$ cat src/rtl/fetch_bus_arb.sv
// fetch_bus_arb: round-robin owner arbiter for the core's single TileLink master port.
// Requesters: bit 0 = instruction cache refill, bit 1 = data cache, bit 2 = page-table walker.
// The grant is held for the whole transaction, up to the last D-channel beat. A flush (abort)
// drops the grant but keeps sel on the owner until the response drains. A saturating timeout
// counter force-releases a hung transaction.
//
// Ports:
//   clk           core clock
//   rst_n         asynchronous active-low reset
//   req_i         level request per requester
//   d_last_i      final D-channel beat of the current transaction accepted this cycle
//   abort_i       owner's transaction is no longer wanted; the response still drains
//   grant_o       one-hot grant, registered
//   sel_o         bus mux select; held on the owner through the drain
//   busy_o        high while a transaction is granted or draining
//   timeout_err_o one-cycle pulse when a transaction is force-released
module fetch_bus_arb #(
   parameter int unsigned NREQ    = 3,
   parameter int unsigned TIMEOUT = 1023,
   localparam int unsigned SelW   = (NREQ > 1) ? $clog2(NREQ) : 1
) (
   input  logic            clk,
   input  logic            rst_n,
   input  logic [NREQ-1:0] req_i,
   input  logic            d_last_i,
   input  logic            abort_i,
   output logic [NREQ-1:0] grant_o,
   output logic [SelW-1:0] sel_o,
   output logic            busy_o,
   output logic            timeout_err_o
);

   // Wide enough to reach TIMEOUT; a 1-bit stub when the timeout is disabled.
   localparam int unsigned CntW = (TIMEOUT > 0) ? $clog2(TIMEOUT + 1) : 1;

   typedef enum logic [1:0] {StIdle, StGrant, StDrain} state_e;

   state_e            state_q, state_d;
   logic [NREQ-1:0]   grant_q, grant_d;
   logic [SelW-1:0]   sel_q, sel_d;
   logic [SelW-1:0]   ptr_q, ptr_d;
   logic [CntW-1:0]   cnt_q, cnt_d;
   logic              busy_q, busy_d;
   logic              terr_q, terr_d;

   logic              found;
   logic [SelW-1:0]   winner;
   logic [SelW-1:0]   next_ptr;
   logic              cnt_hit;

   // Round-robin search starting at ptr_q, wrapping modulo NREQ.
   always_comb begin
      int unsigned idx;
      found  = 1'b0;
      winner = ptr_q;
      idx    = 0;
      for (int unsigned i = 0; i < NREQ; i++) begin
         idx = (32'(ptr_q) + i) % NREQ;
         if (!found && req_i[idx]) begin
            found  = 1'b1;
            winner = SelW'(idx);
         end
      end
   end

   assign next_ptr = (sel_q == SelW'(NREQ - 1)) ? '0 : sel_q + 1'b1;
   assign cnt_hit  = (TIMEOUT != 0) && (cnt_q == CntW'(TIMEOUT));

   always_comb begin
      state_d = state_q;
      grant_d = grant_q;
      sel_d   = sel_q;
      ptr_d   = ptr_q;
      cnt_d   = cnt_q;
      terr_d  = 1'b0;

      unique case (state_q)
         StIdle: begin
            if (found) begin
               state_d         = StGrant;
               grant_d         = '0;
               grant_d[winner] = 1'b1;
               sel_d           = winner;
               cnt_d           = '0;
            end
         end
         StGrant, StDrain: begin
            // Saturate rather than wrap so a disabled timeout can never false-fire.
            if (cnt_q != '1) begin
               cnt_d = cnt_q + 1'b1;
            end
            if (d_last_i) begin
               // d_last wins over both abort and a coincident timeout.
               state_d = StIdle;
               grant_d = '0;
               ptr_d   = next_ptr;
            end else if (cnt_hit) begin
               state_d = StIdle;
               grant_d = '0;
               ptr_d   = next_ptr;
               terr_d  = 1'b1;
            end else if (abort_i && (state_q == StGrant)) begin
               // Pointer advances now; it is only consulted again once back in idle.
               state_d = StDrain;
               grant_d = '0;
               ptr_d   = next_ptr;
            end
         end
         default: begin
            state_d = StIdle;
            grant_d = '0;
         end
      endcase

      busy_d = (state_d != StIdle);
   end

   always_ff @(posedge clk or negedge rst_n) begin
      if (!rst_n) begin
         state_q <= StIdle;
         grant_q <= '0;
         sel_q   <= '0;
         ptr_q   <= '0;
         cnt_q   <= '0;
         busy_q  <= 1'b0;
         terr_q  <= 1'b0;
      end else begin
         state_q <= state_d;
         grant_q <= grant_d;
         sel_q   <= sel_d;
         ptr_q   <= ptr_d;
         cnt_q   <= cnt_d;
         busy_q  <= busy_d;
         terr_q  <= terr_d;
      end
   end

   assign grant_o       = grant_q;
   assign sel_o         = sel_q;
   assign busy_o        = busy_q;
   assign timeout_err_o = terr_q;

endmodule

$ cat config.mk
export PLATFORM = sky130hd
export DESIGN_NAME = fetch_bus_arb
export DESIGN_NICKNAME = d
export VERILOG_FILES = /design/src/rtl/fetch_bus_arb.sv
export SDC_FILE = /design/constraint.sdc
export NUM_CORES = 1
export LEC_CHECK = 0
export CORE_ASPECT_RATIO = 1.5
export CORE_MARGIN = 10
export CORE_UTILIZATION = 60
export CTS_CLUSTER_SIZE = 12
export DETAILED_ROUTE_END_ITERATION = 8
export GPL_TIMING_DRIVEN = 0
export HOLD_SLACK_MARGIN = 0.12
export MAX_ROUTING_LAYER = met4
export PLACE_DENSITY = 0.81
export SETUP_SLACK_MARGIN = 0.4
export SLEW_MARGIN = 20
export SYNTH_ARGS = -nofsm -noshare
export SYNTH_HDL_FRONTEND = slang
export SYNTH_SLANG_ARGS = --single-unit
$ cat constraint.sdc
create_clock -name clk -period 4.8 [get_ports clk]
set_input_delay 1.2 -clock clk [delete_from_list [all_inputs] [get_ports clk]]
set_output_delay 1.2 -clock clk [all_outputs]
set_load 0.005 [all_outputs]
# Word level (Yosys, flattened, before mapping)
# Index checks and enable logic that the tools add are counted.
# word_totals
inputBits	7
ff_bits	21
# classes
reduce_logical	15
n_mux	34
eq_ne	8
div_mod_pow	3
magnitude_cmp	5
n_addsub	4
# op_table
cell	count
$lt 32x3->1 const B	3
$mod 32x2->32 const B	2
$mod 2x2->32 const B	1
$mux 2	11
$mux 10	2
$pmux 10 s2	1
$mux 3	4
$add 10x1->10 const B	1
$eq 10x10->1 const B	1
$mux 1	10
$ne 10x10->1 const B	1
$bmux 1 s2	3
$pmux 3 s2	1
$reduce_and 2->1	3
$eq 2x2->1 const B	2
$logic_and 1x1->1	4
$ne 2x2->1 const B	2
$ne 4x4->1 const B	1
$pmux 2 s2	1
$reduce_bool 2->1	2
$add 2x1->3 const B	1
$add 2x2->3 const B	1
$lt 2x3->1 const B	1
$reduce_and 3->1	1
8 further kinds	9

# Longest topological paths before layout
# Gate-level depths: netlist (run 1).
# depth
word_depth	16
ltp_mapped	10
ltp_nobuf	7

# Worst setup path before layout (run 1)
# OpenSTA, ideal clock, no wires.
# synth_path
path_kind	input to register
start	input req_i[2]
end	register cnt_q[5]
required_time_ns	4.722
setup_ns	0.078
stages	7
setup_slack_ns	2.302
t_arrival_ns	2.420
path_cell_list	and2_4 a2111o_1 a211oi_2 buf_6 buf_4 o31ai_1 a21oi_1
# synth_via
elab_chain_cells	11
word_cells_on_any_way	15
# synth_lines
element	line_no	rtl
from (decl)	24	input logic [NREQ-1:0] req_i,
$bmux 1 s2	59	if (!found && req_i[idx]) begin
$mux 1 (implied by the code)	59	
$mux 1	59	
$logic_not 1->1	59	
$logic_and 1x1->1	59	
$mux 1	59	
$logic_not 1->1	59	
$logic_and 1x1->1	59	
$mux 1 (*)	59	
$ne 2x2->1 (no line) (*)	-	
$reduce_and 3->1 (no line) (*)	-	
to (signal assigned)	132	cnt_q <= cnt_d;
to (decl)	42	logic [CntW-1:0] cnt_q, cnt_d;
# Mark *: on every way between the ends. The rest lies on a longest branch, timed or not. The select of a mux whose other input is x is not followed.
# A chain may end at the register's enable or synchronous reset.

# Worst setup path in the final report (run 1)
# layout_path
start	input req_i[0]
end	register cnt_q[6]
# The elaborated chain is that of the path after synthesis.

==> results of run 1 <==
-- state kept, by name, summed over array words and instances (netlist names) --
name	cells
busy_o	1
grant_o	3
sel_o	2
ptr_q	2
state_q	2
timeout_err_o	1
cnt_q	10
-- power breakdown --
part	switching (µW)	total, µW	internal, µW
Sequential	41.8	268	226
Clock	54.3	86.6	32.4
Combinational	319	562	243
Total	415	916	501
-- layout by cell type, fill, tap and decap left out, types with 4 or more instances in the layout --
| cell type | n |
|---|---|
| a21oi_1 | 12 |
| clkdlybuf4s50_1 | 13 |
| dfrtp_1 | 21 |
| ha_1 | 7 |
| inv_1 | 7 |
| mux2i_1 | 4 |
| nand2_1 | 4 |
| nand2b_1 | 6 |
| nand3_1 | 9 |
| nor2_1 | 9 |
| o21ai_0 | 10 |
| o31ai_1 | 8 |
| or4_1 | 9 |
-- worst paths after layout --
check                      cells after the start        from          to
setup / recovery                               6    req_i[0]    cnt_q[6]
hold / removal                                 1  grant_o[1]  grant_o[1]
min in group asynchronous                      1       rst_n    cnt_q[8]
hold reg to reg                                1  grant_o[1]  grant_o[1]
max in group asynchronous                      1       rst_n  grant_o[0]
setup reg to reg                               8    ptr_q[0]    cnt_q[6]
-- through the flow --
stage	setup WS [ns]	area (µm²)	power (µW)	utilization [%]	hold WS, ns
2_1_floorplan	2.30	1360	668	-	0.479
3_3_place_gp	1.50	1520	809	68.9	0.481
3_5_place_dp	1.47	1520	833	68.9	0.478
4_1_cts	1.77	1550	919	70.1	0.509
5_1_grt	1.58	1550	996	70.1	0.528
6_report	1.79	1550	916	70.1	0.511
-- routing by layer --
metal | track usage, % | vias up | wire length, µm
li1 | - | 584 | -
met1 | 13.0 | 590 | 1150
met2 | 28.1 | 27 | 1940
met3 | 2.42 | 4 | 137
met4 | 7.37 | 0 | 37
met5 | - | - | 0
-- area by class of cell --
cell class / count / area share (%)
Inverter: 7 / 1.70
Multi-Input combinational cell: 112 / 50.2
Tap cell: 23 / 1.86
Sequential cell: 21 / 34.0
Clock buffer: 4 / 1.70
Buffer: 4 / 2.18
Timing Repair Buffer: 13 / 8.41
-- synth_stat cells, drive strengths merged (2+ instances only) --
cell type and instances:
dfrtp 21, nand3 9, a21bo 2, inv 7, a21boi 2, a21oi 12, and3 3, a41oi 2
nor3 2, and2 2, ha 7, a211o 2, mux2i 4, buf 3, or2 2, nor2 9
nand2 4, o2bb2ai 2, or3 2, o31ai 8, nand2b 6, or4 9, o21ai 10
-- logic make-up after synthesis --
| logic type | Yosys count |
|---|---|
| buffers and inverters | 11 |
| AO/OA/AOI/OAI | 48 |
| AND/OR/NAND/NOR | 52 |
| flip-flops | 21 |
| multiplexers | 5 |
| adder cells (fa/ha/maj) | 7 |
==> flow_summary.toml, run 1 <==
[logic_synthesis]
ys_warn_count = 0
postSynth.asyncResetShare_pct = 100
syn-cell-area_mm2 = 0.00136
syn_avg_cell_area_um2 = 9.46
synth_top_cell_area_share_pct = 38.6
synth.area.top_cells = "dfrtp_1, ha_1, or4_1"
synthSimpleGateAreaFrac_pct = 21.9
synthMuxAreaShare_pct = 3.76
syn_inst = 144
synth_top_family_by_area = "compound AO/OA/AOI/OAI gates"
synth_compound_area_share_pct = 25.0
synth_ff_type = "dfrtp_1"
synth-edff-count = 0
yosysSeqAreaShare_pct = 38.6
ys_ff_latch = 21
syn_nets = 158
synth_top_area_cell = "dfrtp_1"
synthXorXnorAreaFrac_pct = 0
synth_fa_ha_area_share_pct = 6.43
yosysUniqueCellTypes = 39

[detailed_routing]
first_pass_iters = 4
vias = 1205
wl_per_cell_um = 17.8
detail_route.iter0.violations = 37
wirelength_mm = 3.27
viasPerCell = 6.55
ant_nets = 0
route.detailed.drc = 0

[grt]
grt_first_pass_wirelength_mm = 5.50
grtUsageTotal_pct = 14.7
antenna_found_initial = 0
grt_max_degree = 22
grt_pass1_vias = 1275
gr-total-overflow = 0

[worst_setup_path]
crit_chain = "clkdlybuf4s50_1 > a21boi_0 > a2111o_1 > a21oi_1 > nor3_1 > a21oi_1"
critical_path_buf_inv_count = 1
worst_ep_arrival_time_ns = 3.16
crit_top_cell = "a21oi_1"
crit_type = "input port to flop"
crit_slowest_cell = "nor3_1"
max_stage_delay_ns = 0.72
regToRegSetupSlack_ns = 2.39
worst_ep_required_time_ns = 4.95
worst-path-max-fanout = 8
cp-start-kind = "input port"
cp-end-kind = "flop"
cp_top_family = "simple AND/OR/NAND/NOR gates"

[clock_network]
tritoncts = "built"
cts-hold-fix-buffers = 0
postCtsSetupBuffers = 0
cts.sinks = 21
clock_path_buffers = 2
cts-resized-gates = 0
ctsRootBufferMaster = "clkbuf_4"
htreeDepth = 1
cts_inserted_buffers = 3
path_clk_slew_ns = 0.12
clk_latency_ns = 0.30

[floorplanning]
die_area_mm2 = 0.00462
rows = 21
initial_core_util_pct = 61.7
core_area_mm2 = 0.00221
die_w_um = 58.9
ios = 14
die_h_um = 78.4

[power]
power.density_mw_per_mm2 = 592
peakVddDrop_mv = 0.407
leakagePower_uw = 0.000656

[placement]
hpwlAfterDp_mm = 2.57
dp_cells = 180
routabilityCongestion = 0.834
port-buffer-count = 13

[layout]
num_antenna_cells = 0
num-fill-cells = 190
drive_gt1_share_pct = 9.32
final_nets = 176
multi_input_area_um2 = 777
final_cells = 184
syn2layout_area_growth_pct = 13.6
seqCellArea_um2 = 526

[sta]
final-setup-viol-count = 0
hold_viol = 0
tightest_slew_ns = 0.964
fmax_mhz = 332
finClkSkew_ns = 0.00158
finalSetupTns_ns = 0
maxSlewHeadroom_pct = 35.6
finalMaxSlewViolations = 0
period_needed_ns = 3.01
rsz0062_at_grt = "false"
fin_crit_sh_pct = 62.8

[run_status]
status = "completed"

[worst_hold_path]
min_path_type = "flop to flop"

[flow_run]
cap_violations = 0
No activity file was read; power rests on OpenSTA's default activity.
==> run 2, diff against run 1 <==
Settings changed: CORE_UTILIZATION 60 to 50, PLACE_DENSITY 0.81 to 0.71.
Clock period 4.8 ns to 2.7 ns, I/O delays scaled along.
==> flow_summary.toml, run 2 (synthesis gave the netlist of run 1 again) <==
[run_status]
status = "completed"

[flow_run]
cap_violations = 0

[floorplanning]
ios = 14
initial_core_util_pct = 51.5
die_h_um = 83.9
rows = 23
core_area_mm2 = 0.00265
die_area_mm2 = 0.00526
die_w_um = 62.6

[layout]
regMostFlops = "cnt_q"
syn2layout_area_growth_pct = 22.1
final_cell_mix = "dfrtp_1, a21oi_1, o21ai_0, clkdlybuf4s50_1"
final_nets = 183
layout_commonest_cell = "dfrtp_1"
largest_reg_flops = 10
drive_gt1_share_pct = 16.7
num_antenna_cells = 0
num-fill-cells = 240
final_cells = 205

[clock_network]
path_clk_slew_ns = 0.07
clk_latency_ns = 0.26
cts.sinks = 21
ctsRootBufferMaster = "clkbuf_8"
clock_path_buffers = 2
htreeDepth = 1
tritoncts = "built"
cts_inserted_buffers = 3

[placement]
dp_cells = 194
routabilityCongestion = 0.851
pre_cts_ws_ns = -0.0639
port-buffer-count = 13
hpwlAfterDp_mm = 2.44

[detailed_routing]
ant_nets = 0
first_pass_iters = 4
wl_met1_mm = 1.28
vias = 1225
route.detailed.drc = 0
wl_per_cell_um = 16.1
wl_met3_um = 85
top_layer = "met4"
detail_route.iter0.violations = 32
wl_met2_mm = 1.86
wirelength_mm = 3.31
viasPerCell = 5.98

[worst_setup_path]
r2r_end = "cnt_q[9]"
startpoint = "ptr_q[0]"
crit_type = "flop to flop"
cp-start-kind = "flop"
cp-end-kind = "flop"
worst-path-max-fanout = 10
crit_slowest_cell = "or4_1"
worst_ep_required_time_ns = 2.88
max_stage_delay_ns = 0.50
endpoint = "cnt_q[9]"
regToRegSetupSlack_ns = 0.48
worst_ep_arrival_time_ns = 2.40
reg2reg_depth = 9
crit_chain = "inv_1 > ha_2 > buf_6 > mux2i_1 > o22ai_2 > a211oi_4 > buf_2 > or4_1 > a21oi_1"
rr_startpoint = "ptr_q[0]"

[sta]
final-setup-viol-count = 0
rsz0062_at_grt = "true"
period_needed_ns = 2.22
tightest_slew_ns = 0.973
maxSlewHeadroom_pct = 34.9
finalMaxSlewViolations = 0
fmax_mhz = 450
hold_viol = 0
final.setup.worst_slack_ns = 0.477
fin_crit_sh_pct = 82.3
finClkSkew_ns = 0.00750

[power]
p_sw_share_pct = 43.5
p_int_uw = 1020
peakVddDrop_mv = 0.727
clkPwrFrac_pct = 11.2
power.switching_uw = 787
p_comb_share_pct = 62.7
power.density_mw_per_mm2 = 1090
power.share.sequential_pct = 26.1
leakagePower_uw = 0.000703

[worst_hold_path]
min_path_type = "flop to flop"

[grt]
grt_first_pass_wirelength_mm = 5.45
grt_pass1_vias = 1225
gr-total-overflow = 0
grtUsageTotal_pct = 12.7
antenna_found_initial = 0
grt_max_degree = 22
==> run 2: changes by cell type in the layout (fill, tap and decap cells not counted), moves of 2 or more <==
cell,before,now
clkbuf_8,0,3
ha_2,0,2
dlygate4sd2_1,0,3
buf_4,1,6
ha_1,7,5
clkdlybuf4s50_1,13,10
clkbuf_4,3,0
==> run 2: critical path, delay by kind of cell (launching register included) <==
kind | cells | cell delay (ns)
adder cells (fa/ha/maj) | 1 | 0.19
flip-flops | 1 | 0.41
multiplexers | 1 | 0.11
buffers and inverters | 3 | 0.40
AND/OR/NAND/NOR | 1 | 0.50
AO/OA/AOI/OAI | 3 | 0.53
==> run 2: worst min path at each step <==
stage / slack [ns] / to / cells after the start / from
after CTS: 0.50 / grant_o[2] / 1 / grant_o[2]
after global placement: 0.48 / grant_o[1] / 1 / grant_o[1]
after floorplan: 0.38 / busy_o / 0 / rst_n
after global routing: 0.51 / grant_o[2] / 1 / grant_o[2]
final: 0.50 / grant_o[2] / 1 / grant_o[2]
after detailed placement: 0.48 / grant_o[2] / 1 / grant_o[2]
==> run 2: timing repair <==
item / in CTS / in global routing
hold buffers: 0 / 0
setup buffers: 1 / 5
endpoints found under the setup margin: 17 / 17
cloned: 0 / 1
pin swaps: 2 / 3
hold endpoints to repair: 0 / 0
gates resized for setup: 6 / 6
==> run 2: stage by stage <==
step	hold WS, ns	total power [µW]	cell area (µm²)	setup TNS, ns	util (%)
2_1_floorplan	0.379	1190	1360	0	-
3_3_place_gp	0.481	1450	1540	-0.275	58.1
3_5_place_dp	0.481	1470	1540	-0.384	58.1
4_1_cts	0.504	1720	1600	0	60.5
5_1_grt	0.511	1960	1660	0	62.9
6_report	0.498	1810	1660	0	62.9
==> run 2: final cells by class <==
type,count,area (µm²),share of cell area (%)
Sequential cell,21,526,31.6
Buffer,4,37.5,2.26
Timing Repair Buffer,20,176,10.6
Multi-Input combinational cell,112,807,48.5
Inverter,7,26.3,1.58
Tap cell,37,46.3,2.78
Clock buffer,4,45.0,2.71
==> run 2: layer usage <==
layer	global-route usage, %	up-vias
met1	12.8	593
met3	1.61	7
met5	-	-
li1	-	596
met4	5.71	0
met2	23.6	29
==> run 2: power groups by stage <==
stage	Sequential, µW	Clock, µW	Combinational [µW]
2_1_floorplan	466	0	722
3_3_place_gp	475	0	975
3_5_place_dp	481	0	993
4_1_cts	474	211	1040
5_1_grt	486	218	1260
6_report	473	202	1130
==> run 3, diff against run 2 <==
Clock period 2.7 ns to 2 ns, I/O delays scaled along.
==> flow_summary.toml, run 3 (synthesis gave the netlist of run 1 again) <==
[run_status]
status = "finished, violations left"
violations = "negative setup slack"

[worst_setup_path]
cp-start-kind = "flop"
reg2reg_depth = 8
r2r_end = "cnt_q[7]"
worst_ep_required_time_ns = 2.19
worst_ep_arrival_time_ns = 2.36
crit_type = "flop to flop"
regToRegSetupSlack_ns = -0.17
worst-path-max-fanout = 5
cp-end-kind = "flop"
rr_startpoint = "ptr_q[1]"

[clock_network]
ctsRootBufferMaster = "clkbuf_8"
cts_inserted_buffers = 3
path_clk_slew_ns = 0.08
tritoncts = "built"
htreeDepth = 1
clk_latency_ns = 0.26
clock_path_buffers = 2
cts.sinks = 21

[flow_run]
cap_violations = 0

[detailed_routing]
detail_route.iter0.violations = 30
route.detailed.drc = 0
wirelength_mm = 3.63
first_pass_iters = 4
wl_met3_um = 87
wl_met2_mm = 2.05
wl_per_cell_um = 16.7
top_layer = "met4"
viasPerCell = 5.96
wl_met1_mm = 1.42
vias = 1293
ant_nets = 0

[power]
power.density_mw_per_mm2 = 1480
peakVddDrop_mv = 0.922
leakagePower_uw = 0.000819

[sta]
tightest_slew_ns = 0.969
finalMaxSlewViolations = 0
rsz0062_at_grt = "true"
fin_crit_sh_pct = 109
finClkSkew_ns = 0.00183
maxSlewHeadroom_pct = 35.2
holdWs_ns = 0.512
fmax_mhz = 460
final-setup-viol-count = 18
final.setup.worst_slack_ns = -0.174
hold_viol = 0
period_needed_ns = 2.17

[worst_hold_path]
hold_depth = 1
hold_end = "grant_o[2]"
hp-start = "grant_o[2]"
min_path_type = "flop to flop"

[layout]
num-fill-cells = 222
drive_gt1_share_pct = 32.2
final_cell_mix = "dfrtp_1, buf_4, a21oi_1"
num_antenna_cells = 0
largest_reg_flops = 10
layout_commonest_cell = "dfrtp_1"
regMostFlops = "cnt_q"
syn2layout_area_growth_pct = 36.3
final_nets = 195

[floorplanning]
ios = 14
die_area_mm2 = 0.00526
core_area_mm2 = 0.00265
rows = 23
die_h_um = 83.9
initial_core_util_pct = 51.5
die_w_um = 62.6

[grt]
grt_first_pass_wirelength_mm = 6.15
grt_pass1_vias = 1311
grt_max_degree = 22
antenna_found_initial = 0
grtUsageTotal_pct = 14.2
gr-total-overflow = 0

[placement]
port-buffer-count = 13
pre_cts_ws_ns = -0.625
routabilityCongestion = 0.781
hpwlAfterDp_mm = 2.41
[run 3: cell count changes in the layout (fill, tap and decap cells not counted), moves of 4 or more]
| cell | previous run | this run |
|---|---|---|
| clkdlybuf4s50_1 | 10 | 4 |
| buf_4 | 6 | 18 |
| o21ai_0 | 10 | 3 |
| dlygate4sd2_1 | 3 | 8 |
| o21ai_1 | 0 | 4 |
[run 3: worst max path at each step]
stage                          end     start  cells after the start
after floorplan           cnt_q[5]  ptr_q[1]                      9
after global placement    cnt_q[9]  req_i[0]                      6
after detailed placement  cnt_q[4]  req_i[0]                      6
after CTS                 cnt_q[4]  ptr_q[1]                      9
after global routing      cnt_q[9]  ptr_q[1]                      8
final                     cnt_q[7]  ptr_q[1]                      8
[run 3: routing by layer]
layer,vias to the layer above,global-route usage [%]
met4,0,5.71
met1,636,14.4
met2,25,26.3
met3,8,1.88
li1,624,-
met5,-,-
[run 3: critical path, cell delays in order, from the launching register on]
cell and delay [ns]:
dfrtp_1 0.43, inv_2 0.11, ha_1 0.29, nand2_1 0.16, o22ai_4 0.22, a211oi_4 0.07, buf_4 0.17, or4_1 0.50
a21oi_1 0.15
[run 3: power breakdown]
part           total [µW]  leakage (µW)  switching, µW  internal, µW
Combinational        1810      0.000517            965           849
Sequential            642      0.000277           96.5           545
Clock                 283     0.0000255            145           139
[run 3: metrics by stage]
| step | setup TNS, ns | std cells | power (µW) | util (%) | area [µm²] |
|---|---|---|---|---|---|
| 3_3_place_gp | -8.79 | 194 | 2010 | 59.1 | 1560 |
| 5_1_grt | -4.35 | 217 | 2960 | 70.1 | 1860 |
| 3_5_place_dp | -9.32 | 194 | 2060 | 59.1 | 1560 |
| 6_report | -2.16 | 217 | 2740 | 70.1 | 1860 |
| 2_1_floorplan | -0.123 | 144 | 1670 | - | 1390 |
| 4_1_cts | -1.65 | 212 | 2570 | 65.9 | 1750 |
[run 3: final cells by class]
class	instances	area (µm²)	area share, %
Clock inverter	1	5.00	0.270
Multi-Input combinational cell	112	900	48.5
Sequential cell	21	527	28.4
Clock buffer	3	41.3	2.22
Tap cell	37	46.3	2.49
Timing Repair Buffer	32	269	14.5
Inverter	7	26.3	1.42
Buffer	4	42.5	2.29
[run 3: timing repair]
item,4_1_cts,5_1_grt
gates resized for setup,22,22
cloned,2,0
hold buffers,0,0
buffers inserted,12,5
pin swaps,5,5
setup endpoints to repair,25,20
